### config.mk
export PLATFORM = sky130hd
export DESIGN_NAME = nes_joypad_port
export DESIGN_NICKNAME = d
export VERILOG_FILES = /design/src/rtl/nes_joypad_port.sv
export SDC_FILE = /design/constraint.sdc
export NUM_CORES = 1
export LEC_CHECK = 0
export CAP_MARGIN = 20
export CORE_MARGIN = 2
export CORE_UTILIZATION = 39
export DETAILED_ROUTE_END_ITERATION = 7
export PLACE_DENSITY_LB_ADDON = 0.2
export SLEW_MARGIN = 20
export SYNTH_ARGS = -nofsm -noshare
export SYNTH_HDL_FRONTEND = slang
export SYNTH_SLANG_ARGS = --single-unit
### constraint.sdc
create_clock -name Clk -period 3.2 [get_ports Clk]
set_input_delay 0.8 -clock Clk [delete_from_list [all_inputs] [get_ports Clk]]
set_output_delay 0.8 -clock Clk [all_outputs]
set_load 0.01 [all_outputs]
### src/rtl/nes_joypad_port.sv
// ============================================================================
// nes_joypad_port: NES $4016/$4017 controller port with a USB HID keycode
// decoder and a 4021-style shift register model. Rev 1.0
// ============================================================================
`default_nettype none

module nes_joypad_port #(
   parameter logic [7:0] KEY_A      = 8'h1D,
   parameter logic [7:0] KEY_B      = 8'h1B,
   parameter logic [7:0] KEY_SELECT = 8'h2C,
   parameter logic [7:0] KEY_START  = 8'h28,
   parameter logic [7:0] KEY_UP     = 8'h52,
   parameter logic [7:0] KEY_DOWN   = 8'h51,
   parameter logic [7:0] KEY_LEFT   = 8'h50,
   parameter logic [7:0] KEY_RIGHT  = 8'h4F,
   parameter logic [2:0] OPEN_BUS   = 3'b010
) (
   input  logic        Clk,
   input  logic        Reset_n,
   input  logic [7:0]  keycode,
   input  logic        cpu_en,
   input  logic [15:0] cpu_addr,
   input  logic        cpu_rw_n,
   input  logic [7:0]  cpu_wdata,
   output logic [7:0]  rdata,
   output logic        rdata_valid,
   output logic        strobe_dbg,
   output logic [7:0]  buttons_dbg
);

   localparam logic [15:0] ADDR_JOY1 = 16'h4016;
   localparam logic [15:0] ADDR_JOY2 = 16'h4017;

   logic [7:0] buttons_q;
   logic [7:0] shift_q;
   logic       strobe_q;
   logic [3:0] reads_q;

   logic [7:0] buttons_d;
   logic       key_present;
   logic       sel_joy1;
   logic       sel_joy2;
   logic       wr_joy1;
   logic       rd_joy1;
   logic       read_bit;

   // Keycode 8'h00 means "no key" and must never light a button.
   assign key_present = (keycode != 8'h00);
   assign buttons_d   = {8{key_present}} & {
      keycode == KEY_RIGHT,
      keycode == KEY_LEFT,
      keycode == KEY_DOWN,
      keycode == KEY_UP,
      keycode == KEY_START,
      keycode == KEY_SELECT,
      keycode == KEY_B,
      keycode == KEY_A
   };

   assign sel_joy1 = (cpu_addr == ADDR_JOY1);
   assign sel_joy2 = (cpu_addr == ADDR_JOY2);
   assign wr_joy1  = cpu_en & ~cpu_rw_n & sel_joy1;
   assign rd_joy1  = cpu_en &  cpu_rw_n & sel_joy1;

   always_ff @(posedge Clk) begin
      if (!Reset_n) begin
         buttons_q <= 8'h00;
         shift_q   <= 8'h00;
         strobe_q  <= 1'b0;
         reads_q   <= 4'd0;
      end else begin
         buttons_q <= buttons_d;
         if (wr_joy1)
            strobe_q <= cpu_wdata[0];
         // A held strobe keeps reloading; the edge of a 1->0 write also loads.
         if (strobe_q) begin
            shift_q <= buttons_q;
            if (wr_joy1 && !cpu_wdata[0])
               reads_q <= 4'd0;
         end else if (rd_joy1) begin
            shift_q <= {1'b1, shift_q[7:1]};
            if (reads_q != 4'd8)
               reads_q <= reads_q + 4'd1;
         end
      end
   end

   // Controller 2 is unpopulated, so its data bit is always released (0).
   assign read_bit    = sel_joy1 & (strobe_q ? buttons_q[0] : shift_q[0]);
   assign rdata_valid = Reset_n & cpu_en & cpu_rw_n & (sel_joy1 | sel_joy2);
   assign rdata       = rdata_valid ? {OPEN_BUS, 4'b0000, read_bit} : 8'h00;

   assign strobe_dbg  = strobe_q;
   assign buttons_dbg = buttons_q;

endmodule

`default_nettype wire

==> results of run 1 <==
[flip-flops by register name, summed over array words and instances, names as in the netlist]
signal and count:
buttons_dbg 8, shift_q 8, strobe_dbg 1
[worst max-delay path: cells and delay by family]
kind                   cells  cell delay, ns
buffers and inverters      2            0.58
AND/OR/NAND/NOR            4            0.91
[power groups by stage]
stage           logic, W  clock network (W)  registers (W)
5_1_grt        0.0000724           0.000123       0.000212
4_1_cts        0.0000672           0.000112       0.000212
6_report       0.0000675           0.000111       0.000212
3_5_place_dp   0.0000669                  0       0.000217
2_1_floorplan  0.0000219                  0       0.000217
3_3_place_gp   0.0000656                  0       0.000217
[cell usage after synthesis, types with 2 or more instances]
cell | instances | share of area [%]
a21oi_1 | 7 | 3.9
nor2_1 | 6 | 2.5
inv_1 | 2 | 0.84
dfxtp_1 | 17 | 38
a41oi_1 | 6 | 5.9
nand4_1 | 4 | 2.8
o21ai_0 | 15 | 8.4
clkbuf_1 | 2 | 0.84
nand2_1 | 2 | 0.84
nor3_1 | 4 | 2.2
nand3_1 | 4 | 2.2
buf_4 | 8 | 6.7
nor2b_1 | 2 | 1.4
nor3b_1 | 3 | 2.5
nor4b_1 | 2 | 2.0
[per-stage QoR]
stage          TNS (ns)  instance area, um2  util, %
2_1_floorplan         0               912.1        -
3_3_place_gp    -0.8267                1346    61.45
3_5_place_dp    -0.8657                1346    61.45
4_1_cts               0                1368    62.42
5_1_grt               0                1361    62.14
6_report              0                1361    62.14
[what timing repair did]
item                       in CTS  in global routing
setup endpoints to repair       3                  2
buffers inserted                0                  0
pin swaps                       1                  1
resized for setup               7                  4
[cell usage in the layout, fill, tap and decap left out, types with 4 or more instances in the layout]
master           netlist  final
o21ai_0               15     15
a41oi_1                6      6
clkdlybuf4s50_1        0     37
nand3_1                4      4
conb_1                 1      6
dfxtp_1               17     17
nand4_1                4      4
nor3_1                 4      4
buf_4                  8     11
nor2_1                 6      6
a21oi_1                7      7
[path summary, 6_finish.rpt]
path         slack [ns]  depth (start not counted)                 endpoint
max                0.09                          6                 rdata[0]
min                0.48                          2  shift_q[2]$_SDFFE_PN0P_
max reg2reg        2.03                          3  shift_q[4]$_SDFFE_PN0P_
min reg2reg        0.48                          2  shift_q[2]$_SDFFE_PN0P_
[metal layers]
metal | wire, um | share of wire [%] | global-route usage [%]
met1 | 868 | 39 | 18.13
met2 | 1208 | 55 | 33.76
met3 | 126 | 5.7 | 3.448
met4 | 0 | 0 | 5.263
met5 | 0 | 0 | 0
[kinds of logic after synthesis]
group,Yosys count
buffers and inverters,14
and+or+nand+nor,37
DFF,17
AOI/OAI and AO/OA,31
muxes,1
other,1
[cell type report]
type	instances	area [um2]
fill	196	829.5
multi-input combinational	75	483.0
inverter	2	7.507
sequential	17	340.3
clock buffer	3	22.52
tap	28	35.03
clock inverter	1	5.005
timing repair buffer	51	467.9
==> flow_summary.ini, run 1 <==
[clock_tree]
cts-buffers-inserted = 3
postCtsHoldBufs = 0
clk_pin_slew_ns = 0.10
clk_latency_ns = 0.28
cts_root_buf = clkbuf_4
clock-sinks = 17
cts_max_level = 1
cts_tree = done
cts_buffer_depth = 2

[power_and_ir_drop]
power.switching_w = 0.00009004
pwr-share-seq_pct = 54.3
max-vdd-ir-drop_mv = 0.1932
intPower_w = 0.0002998
leakage_nw = 0.4904
swShare_pct = 23.09
power_w = 0.0003899
pwr-share-comb_pct = 17.3
clkPwrFrac_pct = 28.4
powerDensity_nw_per_um2 = 286.4

[yosys]
ys_seq_area_share_pct = 38.10
yosysWarningCount = 0
synth_top_family_by_area = simple AND/OR/NAND/NOR gates
muxShareOfSynthArea_pct = 1.120
synth_compound_area_share_pct = 20.73
ys_async_sr_fraction_pct = 0
synth-adder-area-share_pct = 0
ys_seq_elements = 17
synth_xor_xnor_area_share_pct = 0
netlist_area_um2 = 893.4
synth-edff-count = 0
syn_inst = 101
synth-main-ff-cell = dfxtp_1
avgSynthCellArea_um2 = 8.845
yosys.area_share.simple_pct = 29.41
yosysUniqueCellTypes = 32

[die]
die_h_um = 51.86
coreArea_um2 = 2191
dieArea_um2 = 2689
ios = 54
core.rowCount = 17
start_util_pct = 40.78
die_x_um = 51.86

[drt]
drt_wl_total_um = 2203
num_vias = 902
drt_first_pass_iters = 4
vias_per_cell = 5.096
routedWlPerCell_um = 12.45
ant_nets = 0
drc = 0
drtIter0Drc = 4

[finish]
layout-drive-gt1-share_pct = 16.11
antenna_cells = 0
syn2layout_area_growth_pct = 52.38
final_net_count = 186
stdcell_count = 177

[global_route]
antenna_found_initial = 0
grt-ovfl-total = 0
grtUsageTotal_pct = 17.28
grt_pass1_wl_um = 3505
grt_max_degree = 15
grt_pass1_vias = 865

[timing]
fin_crit_sh_pct = 97.10
skew_ns = 0.001462
hold_viol = 0
min_period_ns = 3.107
fin_hold_ws_ns = 0.4806
rsz0062_at_grt = false
fmax_ghz = 0.3218
layout_setup_ws_ns = 0.09286
setup_viol = 0
maxSlewViolCount = 0

[critical_path]
crit_chain = clkdlybuf4s50_1, nor4_4, and4_4, and4_4, nor3b_2, buf_2
crit_slowest_cell = clkdlybuf4s50_1
arrival_ns = 2.31
path_class = input pin to primary output
start_kind = input pin
crit_start = cpu_addr[11]
endpoint_kind = primary output
slowest_delay_ns = 0.44
cpMostUsedCell = and4_4
crit_fanout = 2
required_ns = 2.40
crit-reg2reg-launch = strobe_dbg$_SDFFE_PN0P_

[job]
drv_cap = 0

[placement]
portBuffers = 40
place_ws_ns = -0.3319
dp_hpwl_um = 1762
place_inst = 173
routabilityCongestion = 0.7510

[run_status]
status = completed

[min_path]
min_from = shift_q[2]$_SDFFE_PN0P_
hold_path_class = register to register
Note: power is estimated with default switching activity, not from simulation.
==> run 2, diff against run 1 <==
--- a/config.mk
+++ b/config.mk
@@ -6,9 +6,10 @@
 export NUM_CORES = 1
 export LEC_CHECK = 0
 export CAP_MARGIN = 20
-export CORE_MARGIN = 2
+export CORE_MARGIN = 3
 export CORE_UTILIZATION = 39
 export DETAILED_ROUTE_END_ITERATION = 7
+export GPL_ROUTABILITY_DRIVEN = 1
 export PLACE_DENSITY_LB_ADDON = 0.2
 export SLEW_MARGIN = 20
 export SYNTH_ARGS = -nofsm -noshare
==> run 2 against run 1 <==
Compared with the run above:
- total power barely moved
- worst setup slack gained 0.052 ns
- largest cell class is now non-clock buffers
- clock power about the same
- register-to-register slack got worse by 0.04 ns
==> flow_summary.ini, run 2 (synthesis results as in run 1) <==
[run_status]
status = completed

[placement]
routabilityCongestion = 0.8282
portBuffers = 40
dp_hpwl_um = 1898

[critical_path]
path_buf_inv = 2
path_class = input pin to primary output
required_ns = 2.40
cp_top_family = simple AND/OR/NAND/NOR gates
arrival_ns = 2.26
start_kind = input pin
endpoint_kind = primary output
crit_slowest_cell = clkdlybuf4s50_1
crit_fanout = 2
slowest_delay_ns = 0.42
regToRegSetupSlack_ns = 1.99
crit_chain = clkdlybuf4s50_1, nor4b_2, and2_1, and4_4, nor3b_2, buf_2

[timing]
rsz0062_at_grt = false
hold_viol = 0
setup_viol = 0
min_period_ns = 3.055
skew_ns = 0.005907
maxSlewViolCount = 0
fin_crit_sh_pct = 95.47
fmax_ghz = 0.3273

[clock_tree]
postCtsHoldBufs = 0
cts-buffers-inserted = 3
cts_tree = done
cts_max_level = 1
cts_root_buf = clkbuf_4
clock-sinks = 17
clk_latency_ns = 0.29
cts_buffer_depth = 2
clk_pin_slew_ns = 0.09

[drt]
num_vias = 923
vias_per_cell = 5.185
routedWlPerCell_um = 13.07
drtIter0Drc = 11
drt_wl_total_um = 2326
drt_first_pass_iters = 6
ant_nets = 0
drc = 0

[die]
coreArea_um2 = 2062
die_x_um = 53.86
dieArea_um2 = 2901
ios = 54
start_util_pct = 43.33
core.rowCount = 16
die_h_um = 53.86

[finish]
syn2layout_area_growth_pct = 54.34
final_cell_mix = clkdlybuf4s50_1 (35), dfxtp_1 (17), o21ai_0 (15)
final_core_util_pct = 66.87
mostFrequentLayoutCell = clkdlybuf4s50_1
antenna_cells = 0
layout-drive-gt1-share_pct = 16.56
final_net_count = 188

[global_route]
antenna_found_initial = 0
grt_max_degree = 15
grt_pass1_wl_um = 3594
grt_pass1_vias = 887
grt_busiest_layer = met2
use_met1_pct = 17.43
grt-ovfl-total = 0
grtUsageTotal_pct = 16.98
grtUsageMet2_pct = 32.86
grtUsageMet3_pct = 5.263

[power_and_ir_drop]
powerDensity_nw_per_um2 = 282.8
power_w = 0.0003900
leakage_nw = 0.5155
max-vdd-ir-drop_mv = 0.3317

[job]
drv_cap = 0

[min_path]
hold_path_class = register to register
==> run 2: tightest hold or removal path, delay by kind of cell, from the launching register on <==
| family | cells | cell delay (ns) |
|---|---|---|
| flip-flops | 1 | 0.32 |
| AO/OA/AOI/OAI | 2 | 0.13 |
==> run 2: report_power, final <==
| part | switching, W | internal [W] |
|---|---|---|
| combinational | 0.0000260 | 0.0000420 |
| clock | 0.0000619 | 0.0000485 |
| sequential | 0.0000000921 | 0.000212 |
| total | 0.0000880 | 0.000302 |
==> run 2: final cells by class <==
type                            instances  area, um2
Clock buffer                            4      26.28
Fill cell                             186      683.2
Inverter                                2      7.507
Multi-Input combinational cell         75      483.0
Sequential cell                        17      340.3
Tap cell                               27      33.78
Timing Repair Buffer                   53      488.0
==> run 2: what timing repair did <==
item / in CTS / in global routing
pin swaps: 1 / 2
setup buffers: 0 / 1
setup endpoints to repair: 3 / 3
gates resized for setup: 5 / 8
endpoints found under the hold margin: 0 / 0
==> run 2: per-layer routing <==
metal  part of all wire, %  vias to the layer above
met1                    39                      419
met2                    54                       31
met4                  0.39                        0
li1                      -                      471
met5                     0                        -
met3                   7.0                        2
==> run 2: worst paths after layout <==
path         depth (start not counted)                     from                      end
max                                  6              cpu_addr[5]                 rdata[0]
min                                  2  shift_q[4]$_SDFFE_PN0P_  shift_q[4]$_SDFFE_PN0P_
max reg2reg                          3  strobe_dbg$_SDFFE_PN0P_  shift_q[3]$_SDFFE_PN0P_
min reg2reg                          2  shift_q[4]$_SDFFE_PN0P_  shift_q[4]$_SDFFE_PN0P_
==> run 2: through the flow <==
step	setup TNS [ns]	worst slack [ns]	hold WS (ns)	cell area (um2)	instances
final	0	0.1449	0.4822	1379	178
after CTS	-0.01743	-0.01743	0.4821	1378	177
after detailed placement	-0.8590	-0.3366	0.4661	1353	173
after global placement	-0.7603	-0.3028	0.4601	1353	173
after floorplan	0	0.5105	0.4477	912.1	106
after global routing	0	0.03809	0.5062	1379	178
==> run 3, diff against run 2 <==
--- a/config.mk
+++ b/config.mk
@@ -6,6 +6,7 @@
 export NUM_CORES = 1
 export LEC_CHECK = 0
 export CAP_MARGIN = 20
+export CORE_ASPECT_RATIO = 0.9
 export CORE_MARGIN = 3
 export CORE_UTILIZATION = 39
 export DETAILED_ROUTE_END_ITERATION = 7
@@ -15,3 +16,4 @@
 export SYNTH_ARGS = -nofsm -noshare
 export SYNTH_HDL_FRONTEND = slang
 export SYNTH_SLANG_ARGS = --single-unit
+export TNS_END_PERCENT = 20
==> run 3 against run 2 <==
Compared with the run above:
- final cell count decreased by 0.56%
- sequential cell count unchanged
- worst hold slack got worse by 0.0026 ns
- sequential power about the same
- register-to-register slack got worse by 0.04 ns
- first-iteration DRC count increased by 73%
- critical path type unchanged
- largest power group unchanged
==> flow_summary.ini, run 3 (synthesis results as in run 1) <==
[run_status]
status = completed

[critical_path]
crit_fanout = 2
crit_start = cpu_addr[10]
crit_chain = clkdlybuf4s50_1, nor4_4, and4_1, and4_4, buf_4, clkdlybuf4s15_1
required_ns = 2.40
crit_slowest_cell = clkdlybuf4s50_1
path_class = input pin to primary output
slowest_delay_ns = 0.44
arrival_ns = 2.31
start_kind = input pin
cp_top_family = buffers and inverters
path_buf_inv = 3
endpoint_kind = primary output
crit-reg2reg-launch = strobe_dbg$_SDFFE_PN0P_

[drt]
drt_first_pass_iters = 4
vias_per_cell = 5.333
routedWlPerCell_um = 12.76
drc = 0
drtIter0Drc = 19
num_vias = 944
drt_wl_total_um = 2258
ant_nets = 0

[finish]
nFillCells = 178
syn2layout_area_growth_pct = 55.04
final_cell_mix = clkdlybuf4s50_1 (36), dfxtp_1 (17), o21ai_0 (15)
stdcell_count = 177
layout-drive-gt1-share_pct = 16.45
antenna_cells = 0
mostFrequentLayoutCell = clkdlybuf4s50_1
final_net_count = 189

[timing]
setup_viol = 0
min_period_ns = 3.106
hold_viol = 0
fmax_ghz = 0.3219
tns_ns = 0
layout_setup_ws_ns = 0.09380
skew_ns = 0.003065
maxSlewViolCount = 0
fin_crit_sh_pct = 97.07
rsz0062_at_grt = false

[clock_tree]
postCtsHoldBufs = 0
cts_tree = done
clock-sinks = 17
clk_latency_ns = 0.29
cts_buffer_depth = 2
cts_max_level = 1
cts_root_buf = clkbuf_4
clk_pin_slew_ns = 0.10
cts-buffers-inserted = 3

[die]
ios = 54
coreArea_um2 = 2046
start_util_pct = 43.67
core.rowCount = 15
die_x_um = 56.45
dieArea_um2 = 2902
die_h_um = 51.41

[power_and_ir_drop]
powerDensity_nw_per_um2 = 285.2
leakage_nw = 0.5138
power_w = 0.0003950
max-vdd-ir-drop_mv = 0.3141

[global_route]
grt_pass1_vias = 901
grt_pass1_wl_um = 3864
antenna_found_initial = 0
grt_max_degree = 15
grt-ovfl-total = 0
grtUsageTotal_pct = 16.69

[min_path]
min_from = shift_q[4]$_SDFFE_PN0P_
hold_path_class = register to register

[placement]
routabilityCongestion = 0.8272
dp_hpwl_um = 1812
place_ws_ns = -0.3431
portBuffers = 40
place_inst = 171

[job]
drv_cap = 0
## run 3: cell count changes in the layout (fill, tap and decap cells not counted)
| cell | change |
|---|---|
| and4_1 | +1 |
| and4_4 | -1 |
| buf_4 | +1 |
| clkbuf_1 | -1 |
| clkbuf_2 | -1 |
| clkdlybuf4s15_1 | +1 |
| clkdlybuf4s50_1 | +1 |
| clkinv_2 | +1 |
| dlymetal6s2s_1 | -1 |
## run 3: worst min-delay path, cell delays in order, from the launching register on
cell,delay (ns)
dfxtp_1,0.32
o21ai_0,0.06
a21oi_1,0.06
## run 3: area by class of cell
| cell class | instances | area, um2 | share of cell area, % |
|---|---|---|---|
| clock buffer | 3 | 22.52 | 1.626 |
| clock inverter | 1 | 5.005 | 0.3613 |
| inverter | 2 | 7.507 | 0.5420 |
| multi-input combinational | 75 | 480.5 | 34.69 |
| sequential | 17 | 340.3 | 24.57 |
| tap | 25 | 31.28 | 2.258 |
| timing repair buffer | 54 | 498.0 | 35.95 |
## run 3: routing by layer
metal / share of wire [%] / vias to the layer above / track usage, %
met1: 41 / 434 / 18.26
met3: 6.9 / 2 / 4.545
met5: 0 / - / 0
li1: - / 471 / -
met4: 0.62 / 0 / 4.743
met2: 51 / 37 / 31.35
## run 3: path summary, 6_finish.rpt
kind         slack (ns)                       to  cells past startpoint
max reg2reg        1.95  shift_q[5]$_SDFFE_PN0P_                      3
min reg2reg        0.48  shift_q[4]$_SDFFE_PN0P_                      2
max                0.09              rdata_valid                      6
min                0.48  shift_q[4]$_SDFFE_PN0P_                      2
## run 3: power breakdown
group	internal (W)	switching, W
combinational	0.0000422	0.0000256
sequential	0.000212	0.0000000979
clock	0.0000465	0.0000690
total	0.000300	0.0000947
## run 3: per-stage QoR
step                utilization, %  hold slack (ns)  area (um2)
finish                       67.71           0.4796        1385
global route                 67.71           0.5132        1385
CTS                          67.71           0.4837        1385
detailed placement           65.99           0.4665        1350
global placement             65.99           0.4579        1350
floorplan                        -           0.4477       912.1
## run 3: repair_timing
| action | in CTS | in global routing |
|---|---|---|
| setup buffers | 2 | 0 |
| resized for setup | 6 | 4 |
| pin swaps | 2 | 2 |
| endpoints found under the setup margin | 3 | 3 |
